## src/rtl/fetch_unit_pkg.sv

```systemverilog
// Shared types, constants and helpers for the instruction-fetch stage.
package fetch_unit_pkg;

  typedef logic        u1;
  typedef logic [5:0]  u6;
  typedef logic [31:0] u32;

  localparam int INST_W           = 32;
  localparam u32 RESET_PC_DEFAULT = 32'h0000_0000;

  typedef enum logic [1:0] {
    BOOT  = 2'd0,
    FETCH = 2'd1,
    HOLD  = 2'd2,
    DROP  = 2'd3
  } fetch_state_e;

  function automatic u32 align_word(input u32 addr);
    return addr & ~32'h0000_0003;
  endfunction

endpackage

```

## src/rtl/fetch_unit_pc_reg.sv

```systemverilog
// Program counter and latched request address, with redirect/increment selection.
module fetch_unit_pc_reg
  import fetch_unit_pkg::*;
#(
  parameter u32 RESET_PC = RESET_PC_DEFAULT
) (
  input  logic        clk,
  input  logic        reset,
  input  logic        redirect_valid,
  input  logic [31:0] redirect_pc,
  input  logic        incr,
  input  logic        load_req,
  output logic [31:0] pc,
  output logic [31:0] pc_inc,
  output logic [31:0] req_addr
);

  u32 pc_next;

  assign pc_inc = pc + 32'd4;

  // Redirect wins over sequential increment; otherwise the PC holds.
  always_comb begin
    pc_next = pc;
    if (redirect_valid)
      pc_next = align_word(redirect_pc);
    else if (incr)
      pc_next = pc_inc;
  end

  // req_addr takes the value the PC is about to hold, so a request opened
  // by a redirect already points at the target.
  always_ff @(posedge clk or posedge reset) begin
    if (reset) begin
      pc       <= RESET_PC;
      req_addr <= RESET_PC;
    end else begin
      pc <= pc_next;
      if (load_req)
        req_addr <= pc_next;
    end
  end

endmodule

```

## src/rtl/fetch_unit.sv

```systemverilog
// Instruction-fetch stage: PC ownership, imem req/ack handshake, and a
// one-entry valid/ready hold register toward the decoder.
module fetch_unit
  import fetch_unit_pkg::*;
#(
  parameter u32 RESET_PC = RESET_PC_DEFAULT
) (
  input  logic              clk,
  input  logic              reset,
  output logic              imem_req,
  output logic [31:0]       imem_addr,
  input  logic              imem_ack,
  input  logic [INST_W-1:0] imem_rdata,
  input  logic              redirect_valid,
  input  logic [31:0]       redirect_pc,
  output logic              inst_valid,
  input  logic              inst_ready,
  output logic [INST_W-1:0] inst,
  output logic [31:0]       inst_pc,
  output logic [31:0]       pc_plus4
);

  fetch_state_e state, state_next;
  u32 pc, pc_inc, req_addr;
  u1  incr, load_req;

  assign incr     = (state == FETCH) && imem_ack && !redirect_valid;
  assign load_req = (state_next == FETCH);

  fetch_unit_pc_reg #(.RESET_PC(RESET_PC)) u_pc_reg (
    .clk            (clk),
    .reset          (reset),
    .redirect_valid (redirect_valid),
    .redirect_pc    (redirect_pc),
    .incr           (incr),
    .load_req       (load_req),
    .pc             (pc),
    .pc_inc         (pc_inc),
    .req_addr       (req_addr)
  );

  // A request stays open in DROP so memory still completes the handshake.
  assign imem_req   = (state == FETCH) || (state == DROP);
  assign imem_addr  = req_addr;
  assign inst_valid = (state == HOLD);

  always_ff @(posedge clk or posedge reset) begin
    if (reset)
      state <= BOOT;
    else
      state <= state_next;
  end

  always_comb begin
    state_next = state;
    unique case (state)
      BOOT:  state_next = FETCH;
      FETCH: begin
        if (redirect_valid)
          state_next = imem_ack ? FETCH : DROP;
        else if (imem_ack)
          state_next = HOLD;
      end
      HOLD:  if (redirect_valid || inst_ready) state_next = FETCH;
      DROP:  if (imem_ack) state_next = FETCH;
      default: state_next = BOOT;
    endcase
  end

  // Hold registers only load on an accepted, un-squashed fetch.
  always_ff @(posedge clk or posedge reset) begin
    if (reset) begin
      inst     <= '0;
      inst_pc  <= '0;
      pc_plus4 <= '0;
    end else if (incr) begin
      inst     <= imem_rdata;
      inst_pc  <= pc;
      pc_plus4 <= pc_inc;
    end
  end

endmodule

```

## config.mk

```make
export PLATFORM = sky130hd
export DESIGN_NAME = fetch_unit
export DESIGN_NICKNAME = d
export VERILOG_FILES = /design/src/rtl/fetch_unit_pkg.sv /design/src/rtl/fetch_unit_pc_reg.sv /design/src/rtl/fetch_unit.sv
export SDC_FILE = /design/constraint.sdc
export NUM_CORES = 1
export LEC_CHECK = 0
export CAP_MARGIN = 20
export CORE_ASPECT_RATIO = 1.4
export CORE_MARGIN = 3
export CORE_UTILIZATION = 32
export DETAILED_ROUTE_END_ITERATION = 12
export GPL_TIMING_DRIVEN = 0
export SETUP_SLACK_MARGIN = 0.02
export SLEW_MARGIN = 20
export SYNTH_ARGS = -nofsm -noshare
export SYNTH_HDL_FRONTEND = slang
export SYNTH_HIERARCHICAL = 1
export SYNTH_SLANG_ARGS = --single-unit
```

## constraint.sdc

```tcl
create_clock -name clk -period 8.7 [get_ports clk]
set_input_delay 1.305 -clock clk [delete_from_list [all_inputs] [get_ports clk]]
set_output_delay 1.305 -clock clk [all_outputs]
set_load 0.02 [all_outputs]
```

After elaboration in Yosys (flattened, before gate mapping) --
Cells that the tools add are included.
Operators by class: add/subtract/negate cells 1, equal/unequal tests 4, mux-type cells 8, reduce and logical (&&, ||, !) cells 6
Operator list (count):
- 32-bit 2-to-1 mux | 2
- 32-bit by 3-bit adder with 32-bit output, second input constant | 1
- 2-bit 2-to-1 mux | 5
- 2-bit one-hot mux with 4 select lines | 1
- 2-bit by 1-bit == test with 1-bit output, second input constant | 2
- 2-bit == test, second input constant | 2
- 1-bit logical AND | 2
- 2-bit zero test | 1
- 1-bit logical OR | 2
- 1-bit zero test | 1
Storage, ports and cells: register bits 162, output and inout bits 130, word-level logic and storage cells 25

Depth between registers and ports, before layout --
Gate-level depths: netlist of run 1.
depth after elaboration 5, mapped depth 10, gate-level depth less buffers 7

By module --
The synthesis of run 1 kept the hierarchy.
By module, submodules not included:
- fetch_unit_pc_reg | times used 1, cells an instance 362, area each 3696.0 µm²
- fetch_unit | times used 1, cells an instance 215, area each 3674.8 µm²

Worst setup path after synthesis of run 1 --
Ideal clock, no wire load.
path type input to register, start point in redirect_valid, end point reg u_pc_reg.req_addr[14], setup time 0.125 ns, arrival time 3.418 ns, required time 8.575 ns, path slack 5.157 ns, stages on the path 10, path through and4bb_1 buf_6 buf_2 clkbuf_2 nand4_1 or4_1 buf_2 xnor2_1 mux2_2 mux2_2
Between the ends: cells in the longest elaborated chain, start to end 4
Ends and longest elaborated chain:
- start: declaration | line fetch_unit.sv:14 | input logic redirect_valid,
- 1-bit zero test | line fetch_unit.sv:27 | assign incr = (state == FETCH) && imem_ack && !redirect_valid;
- 1-bit logical AND | line fetch_unit.sv:27
- named net incr | line fetch_unit.sv:25 | u1 incr, load_req;
- 32-bit 2-to-1 mux | line fetch_unit_pc_reg.sv:27 | else if (incr)
- 32-bit 2-to-1 mux | line fetch_unit_pc_reg.sv:25 | if (redirect_valid)
- named net u_pc_reg.pc_next[14] | line fetch_unit_pc_reg.sv:18 | u32 pc_next;
- end signal: assignment | line fetch_unit_pc_reg.sv:40 | req_addr <= pc_next;
- end: declaration | line fetch_unit_pc_reg.sv:15 | output logic [31:0] req_addr
The timed path passes the listed nets, and every way through them passes these cells. A chain may end at the register's enable or synchronous reset.

Worst setup path after layout of run 1 --
start point in redirect_valid, end point reg u_pc_reg.req_addr[20]
Between the ends: cells in the longest elaborated chain, start to end 4
Ends and longest elaborated chain (line):
- 1-bit zero test | fetch_unit.sv:27
- 1-bit logical AND | fetch_unit.sv:27
- named net incr | fetch_unit.sv:25
- 32-bit 2-to-1 mux | fetch_unit_pc_reg.sv:27
- 32-bit 2-to-1 mux | fetch_unit_pc_reg.sv:25
The timed path passes the listed nets, and every way through them passes these cells.

==> summary.json, run 1 <==
{
  "drt-vias-per-instance": 4.81,
  "grt_max_degree": 75,
  "synth_cell_types": 49,
  "layout_worst_path_cycle_share_pct": 51.1,
  "drcViolationCount": 0,
  "die_y_extent_um": 186,
  "grt_setup_unrepaired": "no",
  "io-pin-count": 199,
  "cap_violations": 0,
  "global_placer_s_final_weighted_congestion": 0.885,
  "cts_root_buffer": "sky130_fd_sc_hd__clkbuf_16",
  "worst_min_delay_path_class": "reg2reg",
  "cts_tree": "yes",
  "result_of_the_run": "complete, no violations",
  "floorplan.initialDensity_pct": 32.6,
  "cts_setup_buffers": 0,
  "power_density_nw_per_um2": 285,
  "seq_area_frac_synth_pct": 55.0,
  "fin_crit_ns": 4.44,
  "cts.sinks": 162,
  "dpl.hpwl_um": 15900,
  "synth_edf_count": 0,
  "clk_pin_slew_ns": 0.06,
  "grt.total_usage_pct": 17.3,
  "hold_violations": 0,
  "arrival_ns": 4.75,
  "wl_um": 21200,
  "setup-tns-final_ns": 0,
  "critPathLaunchType": "primary input",
  "p_leak_nw": 4.22,
  "drt-wirelength-per-cell_um": 19.1,
  "clock_latency_ns": 0.43,
  "number_of_global_route_vias_before_repair": 5581,
  "ctsHtreeMaxLevel": 4,
  "syn_to_final_growth_pct": 41.1,
  "chip_width_um": 134,
  "yosysWarnings": 6,
  "netlist_area_um2": 7370,
  "synthArstFlopShare_pct": 100,
  "setup_viol": 0,
  "ctsHoldBuffers": 0,
  "slew_violations": 0,
  "synth_nets": 647,
  "multiplexer_fraction_of_the_synthesized_cell_area_pct": 19.9,
  "vias": 5331,
  "worst_ir_drop_vdd_uv": 160,
  "synth_cells": 577,
  "synth_compound_area_share_pct": 3.62,
  "synthXorXnorAreaFrac_pct": 6.30,
  "detail_route.first_pass.iterations": 4,
  "final_core_density_pct": 46.0,
  "pre_cts_ws_ns": 3.87,
  "grt_first_pass_wirelength_um": 32800,
  "post_cts.resized_instances": 0,
  "cts_buffer_depth": 2,
  "floorplan.die_area_um2": 24900,
  "synth_top_family_by_area": "multiplexers",
  "core_area_um2": 22600,
  "worst_slew_pin_tran_ns": 0.897,
  "syn_avg_cell_area_um2": 12.8,
  "cts_made_buffers": 17,
  "worst_slew_margin_rel_pct": 39.7,
  "drt-initial-drc-count": 200,
  "setup.worst_path.end_class": "flop",
  "ys.flop_type": "sky130_fd_sc_hd__dfrtp_1",
  "number_of_antenna_violations_at_the_first_check_in_global_routing": 0,
  "final_antenna_net_count": 0,
  "synth_simple_gate_area_share_pct": 11.1,
  "fmaxAchievable_ghz": 0.225,
  "crit_type": "in2reg",
  "path_max_fanout": 10,
  "final.hold.worst_slack_ns": 0.503,
  "timing.final.ws_setup_ns": 4.26,
  "synthAdderAreaFrac_pct": 0.170,
  "worst_ep_required_time_ns": 9.01,
  "row_count": 65,
  "design.final.nets": 864,
  "timing.clock.skew_ns": 0.00920,
  "overflow": 0,
  "port_buffers": 196,
  "ys_seq_elements": 162,
  "proportion_of_layout_cells_with_a_drive_suffix_above_1_pct": 24.4
}
worst paths after layout:
kind	startpoint	to	slack [ns]	cells past startpoint
hold reg to reg	inst[15]	inst[15]	0.50	1
setup / recovery	redirect_valid	u_pc_reg/req_addr[20]	4.26	10
setup reg to reg	state[0]	u_pc_reg/req_addr[20]	5.34	9
hold / removal	inst[15]	inst[15]	0.50	1
max in group asynchronous	reset	inst_pc[25]	6.78	3
min in group asynchronous	reset	u_pc_reg/req_addr[5]	1.27	2
layout by cell type, fill, tap and decap left out, types with 3 or more instances in the layout:
master	instances
sky130_fd_sc_hd__nand4_1	16
sky130_fd_sc_hd__inv_1	6
sky130_fd_sc_hd__nand3_1	26
sky130_fd_sc_hd__o21ai_0	11
sky130_fd_sc_hd__clkbuf_1	14
sky130_fd_sc_hd__nor2b_1	20
sky130_fd_sc_hd__clkbuf_8	9
sky130_fd_sc_hd__nor4_1	5
sky130_fd_sc_hd__or4_1	4
sky130_fd_sc_hd__clkbuf_16	17
sky130_fd_sc_hd__bufinv_16	3
sky130_fd_sc_hd__nand2_1	27
sky130_fd_sc_hd__a221o_1	14
sky130_fd_sc_hd__nor2_1	18
sky130_fd_sc_hd__buf_1	3
sky130_fd_sc_hd__xnor2_1	32
sky130_fd_sc_hd__mux2_2	127
sky130_fd_sc_hd__dfrtp_1	162
sky130_fd_sc_hd__buf_4	5
sky130_fd_sc_hd__clkinv_4	4
sky130_fd_sc_hd__xor2_1	21
sky130_fd_sc_hd__clkdlybuf4s50_1	196
sky130_fd_sc_hd__buf_2	10
sky130_fd_sc_hd__and2_1	3
sky130_fd_sc_hd__nor3_1	7
per-layer routing:
layer	track usage, %	wire (um)	vias to the layer above
met2	30.5	11000	197
li1	-	-	2497
met4	4.69	261	0
met5	0	0	-
met3	6.46	1750	20
met1	19.7	8230	2617
stage by stage:
step,std cells,power [W],cell area (um^2)
after floorplan,577,0.00164,7370
after global placement,1074,0.00218,9710
after detailed placement,1076,0.00220,9780
after CTS,1108,0.00300,10400
after global routing,1108,0.00311,10400
final,1109,0.00296,10400
cell usage after synthesis (all sizes together), types with 4 or more instances:
cell type,n,area (um^2)
o21ai,11,55.1
xor2,21,184
mux2,128,1450
and3,4,27.5
or4,5,41.3
nor2,18,67.6
clkbuf,20,136
dfrtp,162,4050
nand2,27,101
nor4,7,50.1
inv,8,30.0
nor2b,20,125
nand3,27,140
nand4,16,100
nor3,7,35.0
a221o,14,140
buf,20,121
xnor2,32,280
report_power, final:
part           internal (W)  switching [W]  total (W)
clock network      0.000476       0.000315   0.000791
registers          0.000966       0.000126    0.00109
logic              0.000564       0.000513    0.00108
total               0.00201       0.000954    0.00296
cell families (layout without fill, tap and decap cells):
| kind of cell | count (synthesis) | count (layout) |
|---|---|---|
| compound gates | 35 | 35 |
| xor+xnor | 53 | 53 |
| fa+ha+maj | 1 | 1 |
| buf+inv | 49 | 279 |
| flops | 162 | 162 |
| mux | 130 | 130 |
| other cells | 0 | 1 |
| simple gates | 147 | 147 |
final cells by class:
cell class	count	area (um^2)
diodes	1	2.50
inverters	9	41.3
repair buffers	198	2020
fillers	2160	12200
well taps	301	377
plain buffers	40	258
flip-flops and latches	162	4050
multi-input cells	366	3030
clock inverters	11	151
clock buffers	21	470
registers in the layout, summed over array words and instances (netlist names):
signal,count
u_pc_reg/req_addr,32
inst_pc,32
u_pc_reg/pc,32
inst,32
state,2
pc_plus4,32
critical path, stage by stage:
cell and delay (ns):
sky130_fd_sc_hd__clkdlybuf4s50_1 0.60, sky130_fd_sc_hd__and4bb_1 0.25, sky130_fd_sc_hd__buf_6 0.15, sky130_fd_sc_hd__buf_2 0.24, sky130_fd_sc_hd__nor4_1 0.53, sky130_fd_sc_hd__clkbuf_1 0.51
sky130_fd_sc_hd__buf_1 0.66, sky130_fd_sc_hd__o311ai_0 0.26, sky130_fd_sc_hd__o21ai_0 0.13, sky130_fd_sc_hd__o21ai_0 0.10
(Power assumes the default switching activity.)
==> inputs of run 2 (changes only) <==
==> constraint.sdc (replaced) <==
create_clock -name clk -period 4.25 [get_ports clk]
set_input_delay 0.6375 -clock clk [delete_from_list [all_inputs] [get_ports clk]]
set_output_delay 0.6375 -clock clk [all_outputs]
set_load 0.02 [all_outputs]
==> results of run 2 <==
Same layout as run 1 (identical final DEF). Status: complete, no violations.
Among the figures that moved: setup slack after placement 3.87 ns -> 0.0840 ns; setup slack after layout 4.26 ns -> 0.475 ns; register-to-register setup slack 5.34 ns -> 0.89 ns; total power 0.00296 W -> 0.00606 W; worst IR drop on VDD 160 uV -> 327 uV
==> inputs of run 3 (changes only) <==
--- a/config.mk
+++ b/config.mk
@@ -7,10 +7,10 @@
 export LEC_CHECK = 0
 export CAP_MARGIN = 20
 export CORE_ASPECT_RATIO = 1.4
-export CORE_MARGIN = 3
 export CORE_UTILIZATION = 32
 export DETAILED_ROUTE_END_ITERATION = 12
 export GPL_TIMING_DRIVEN = 0
+export PLACE_DENSITY_LB_ADDON = 0.25
 export SETUP_SLACK_MARGIN = 0.02
 export SLEW_MARGIN = 20
 export SYNTH_ARGS = -nofsm -noshare
==> run 3 against run 2 <==
Compared with the run above: die area fell by 5.1%; core utilization barely moved; hold slack barely moved; power fell by 0.24%; sequential cell count did not move; cell area barely moved; register-to-register slack improved by 0.14 ns; combinational power fell by 2%; non-clock buffer count did not move; fmax barely moved; worst setup slack improved by 0.00088 ns; sequential power barely moved; highest routed layer unchanged.
==> summary.json, run 3 (same netlist as run 1, synthesis figures left out) <==
{
  "worst_ep_required_time_ns": 4.56,
  "clk_pin_slew": {"value": 0.06, "unit": "ns", "change": "about the same"},
  "grt_max_degree": {"value": 52, "change": "-31%"},
  "worst_slew_pin_tran": {"value": 0.893, "unit": "ns", "change": "-0.00412 ns"},
  "hold_violations": {"value": 0, "change": "unchanged"},
  "floorplan.die_area": {"value": 23700, "unit": "um^2", "change": "-5.1%"},
  "layout.cells.most_common_list": "sky130_fd_sc_hd__clkdlybuf4s50_1 (196), sky130_fd_sc_hd__dfrtp_1 (162), sky130_fd_sc_hd__mux2_2 (127), sky130_fd_sc_hd__xnor2_1 (32), sky130_fd_sc_hd__nand2_1 (27)",
  "row_count": {"value": 65, "change": "unchanged"},
  "die_y_extent": {"value": 182, "unit": "um", "change": "-2.2%"},
  "cts_made_buffers": {"value": 17, "change": "unchanged"},
  "worst_slew_margin_rel": {"value": 40.0, "unit": "%", "change": "+0.28 points"},
  "global_placer_s_final_weighted_congestion": {"value": 0.812, "change": "-8.3%"},
  "cts.sinks": {"value": 162, "change": "unchanged"},
  "worst_min_delay_path_class": "reg2reg",
  "ctsHoldBuffers": {"value": 0, "change": "unchanged"},
  "proportion_of_layout_cells_with_a_drive_suffix_above_1": {"value": 24.2, "unit": "%", "change": "-0.22 points"},
  "crit_type": "in2reg",
  "setup_viol": {"value": 0, "change": "unchanged"},
  "setup.worst_path.end_class": "flop",
  "layout_worst_path_cycle_share_pct": 88.8,
  "cap_violations": {"value": 0, "change": "unchanged"},
  "fin_crit_ns": 3.77,
  "drt-initial-drc-count": {"value": 240, "change": "+20%"},
  "critPathLaunchType": "primary input",
  "worst_ir_drop_vdd_uv": 292,
  "floorplan.initialDensity": {"value": 32.6, "unit": "%", "change": "unchanged"},
  "grt_setup_unrepaired": "no",
  "ctsHtreeMaxLevel": {"value": 4, "change": "unchanged"},
  "result_of_the_run": "complete, no violations",
  "syn_to_final_growth": {"value": 41.1, "unit": "%", "change": "about the same"},
  "chip_width": {"value": 130, "unit": "um", "change": "-3.0%"},
  "number_of_global_route_vias_before_repair": {"value": 5401, "change": "-3.2%"},
  "cts_setup_buffers": {"value": 0, "change": "unchanged"},
  "slew_violations": {"value": 0, "change": "unchanged"},
  "design.final.nets": {"value": 864, "change": "unchanged"},
  "path_max_fanout": {"value": 10, "change": "unchanged"},
  "core_area": {"value": 22600, "unit": "um^2", "change": "unchanged"},
  "drcViolationCount": {"value": 0, "change": "unchanged"},
  "cts_buffer_depth": {"value": 2, "change": "unchanged"},
  "arrival_ns": 4.08,
  "clock_latency": {"value": 0.43, "unit": "ns", "change": "about the same"},
  "setup-tns-final": {"value": 0, "unit": "ns", "change": "unchanged"},
  "power_density_nw_per_um2": 581,
  "grt.total_usage": {"value": 18.2, "unit": "%", "change": "+0.85 points"},
  "final_antenna_net_count": {"value": 0, "change": "unchanged"},
  "drt-wirelength-per-cell": {"value": 18.9, "unit": "um", "change": "-1.2%"},
  "detail_route.first_pass.iterations": {"value": 4, "change": "unchanged"},
  "final_core_density": {"value": 46.0, "unit": "%", "change": "about the same"},
  "drt-vias-per-instance": {"value": 4.82, "change": "+0.28%"},
  "overflow": {"value": 0, "change": "unchanged"},
  "layout.cells.most_common": "sky130_fd_sc_hd__clkdlybuf4s50_1",
  "port_buffers": {"value": 196, "change": "unchanged"},
  "grt_first_pass_wirelength": {"value": 31300, "unit": "um", "change": "-4.4%"},
  "timing.clock.skew": {"value": 0.0104, "unit": "ns", "change": "+0.00117 ns"},
  "dpl.hpwl": {"value": 15500, "unit": "um", "change": "-2.3%"},
  "vias": {"value": 5341, "change": "+0.19%"},
  "number_of_antenna_violations_at_the_first_check_in_global_routing": {"value": 2, "change": "+2"},
  "wl": {"value": 20900, "unit": "um", "change": "-1.3%"},
  "p_leak": {"value": 4.21, "unit": "nW", "change": "-0.24%"},
  "io-pin-count": {"value": 199, "change": "unchanged"},
  "fmaxAchievable_ghz": 0.265,
  "cts_tree": "yes",
  "cts_root_buffer": "sky130_fd_sc_hd__clkbuf_16",
  "post_cts.resized_instances": {"value": 0, "change": "unchanged"}
}
==> run 3: cell count changes in the layout (fill, tap and decap cells not counted), sizes merged <==
cell,previous run,this run
bufinv,3,4
clkbuf,41,39
clkinv,7,6
clkinvlp,1,2
==> run 3: worst paths after layout <==
kind / start / to / slack [ns] / cells past startpoint
max in group asynchronous: reset / inst[15] / 2.93 / 3
min: inst[4] / inst[4] / 0.50 / 1
max reg2reg: state[0] / u_pc_reg/req_addr[20] / 1.03 / 9
max: redirect_valid / u_pc_reg/req_addr[20] / 0.48 / 10
min reg2reg: inst[4] / inst[4] / 0.50 / 1
min in group asynchronous: reset / u_pc_reg/pc[5] / 0.60 / 2
==> run 3: critical path: stages <==
cell and delay (ns):
sky130_fd_sc_hd__clkdlybuf4s50_1 0.71, sky130_fd_sc_hd__and4bb_1 0.27, sky130_fd_sc_hd__buf_6 0.15, sky130_fd_sc_hd__buf_2 0.20, sky130_fd_sc_hd__nor4_1 0.53, sky130_fd_sc_hd__clkbuf_1 0.51, sky130_fd_sc_hd__buf_1 0.57, sky130_fd_sc_hd__o311ai_0 0.27
sky130_fd_sc_hd__o21ai_0 0.12, sky130_fd_sc_hd__o21ai_0 0.10
==> run 3: final cells by class <==
cell class / instances / area (um^2)
Fill cell: 2174 / 12200
Multi-Input combinational cell: 366 / 3030
Sequential cell: 162 / 4050
Inverter: 9 / 41.3
Tap cell: 301 / 377
Timing Repair Buffer: 198 / 2020
Clock inverter: 12 / 184
Clock buffer: 19 / 433
Antenna cell: 1 / 2.50
Buffer: 40 / 258
==> run 3: report_power, final <==
group	switching (W)	total (W)	internal, W
sequential	0.000265	0.00224	0.00198
combinational	0.00102	0.00217	0.00116
clock	0.000644	0.00163	0.000984
total	0.00193	0.00604	0.00412
==> run 3: per-layer routing <==
layer  GRT usage (%)  part of all wire (%)  wire length (um)
met1            20.9                    40              8380
met5               0                     0                 0
met2            32.0                    53             11000
met3            4.24                   5.8              1210
met4            6.84                   1.7               355
==> run 3: stage by stage <==
step,hold slack [ns],total power [W],instances,area (um^2),worst slack [ns]
2_1_floorplan,0.477,0.00335,577,7370,1.05
6_report,0.502,0.00604,1108,10400,0.475
5_1_grt,0.518,0.00634,1108,10400,0.240
3_5_place_dp,0.494,0.00448,1076,9780,-0.0542
4_1_cts,0.508,0.00613,1107,10400,0.398
3_3_place_gp,0.488,0.00445,1074,9710,-0.739
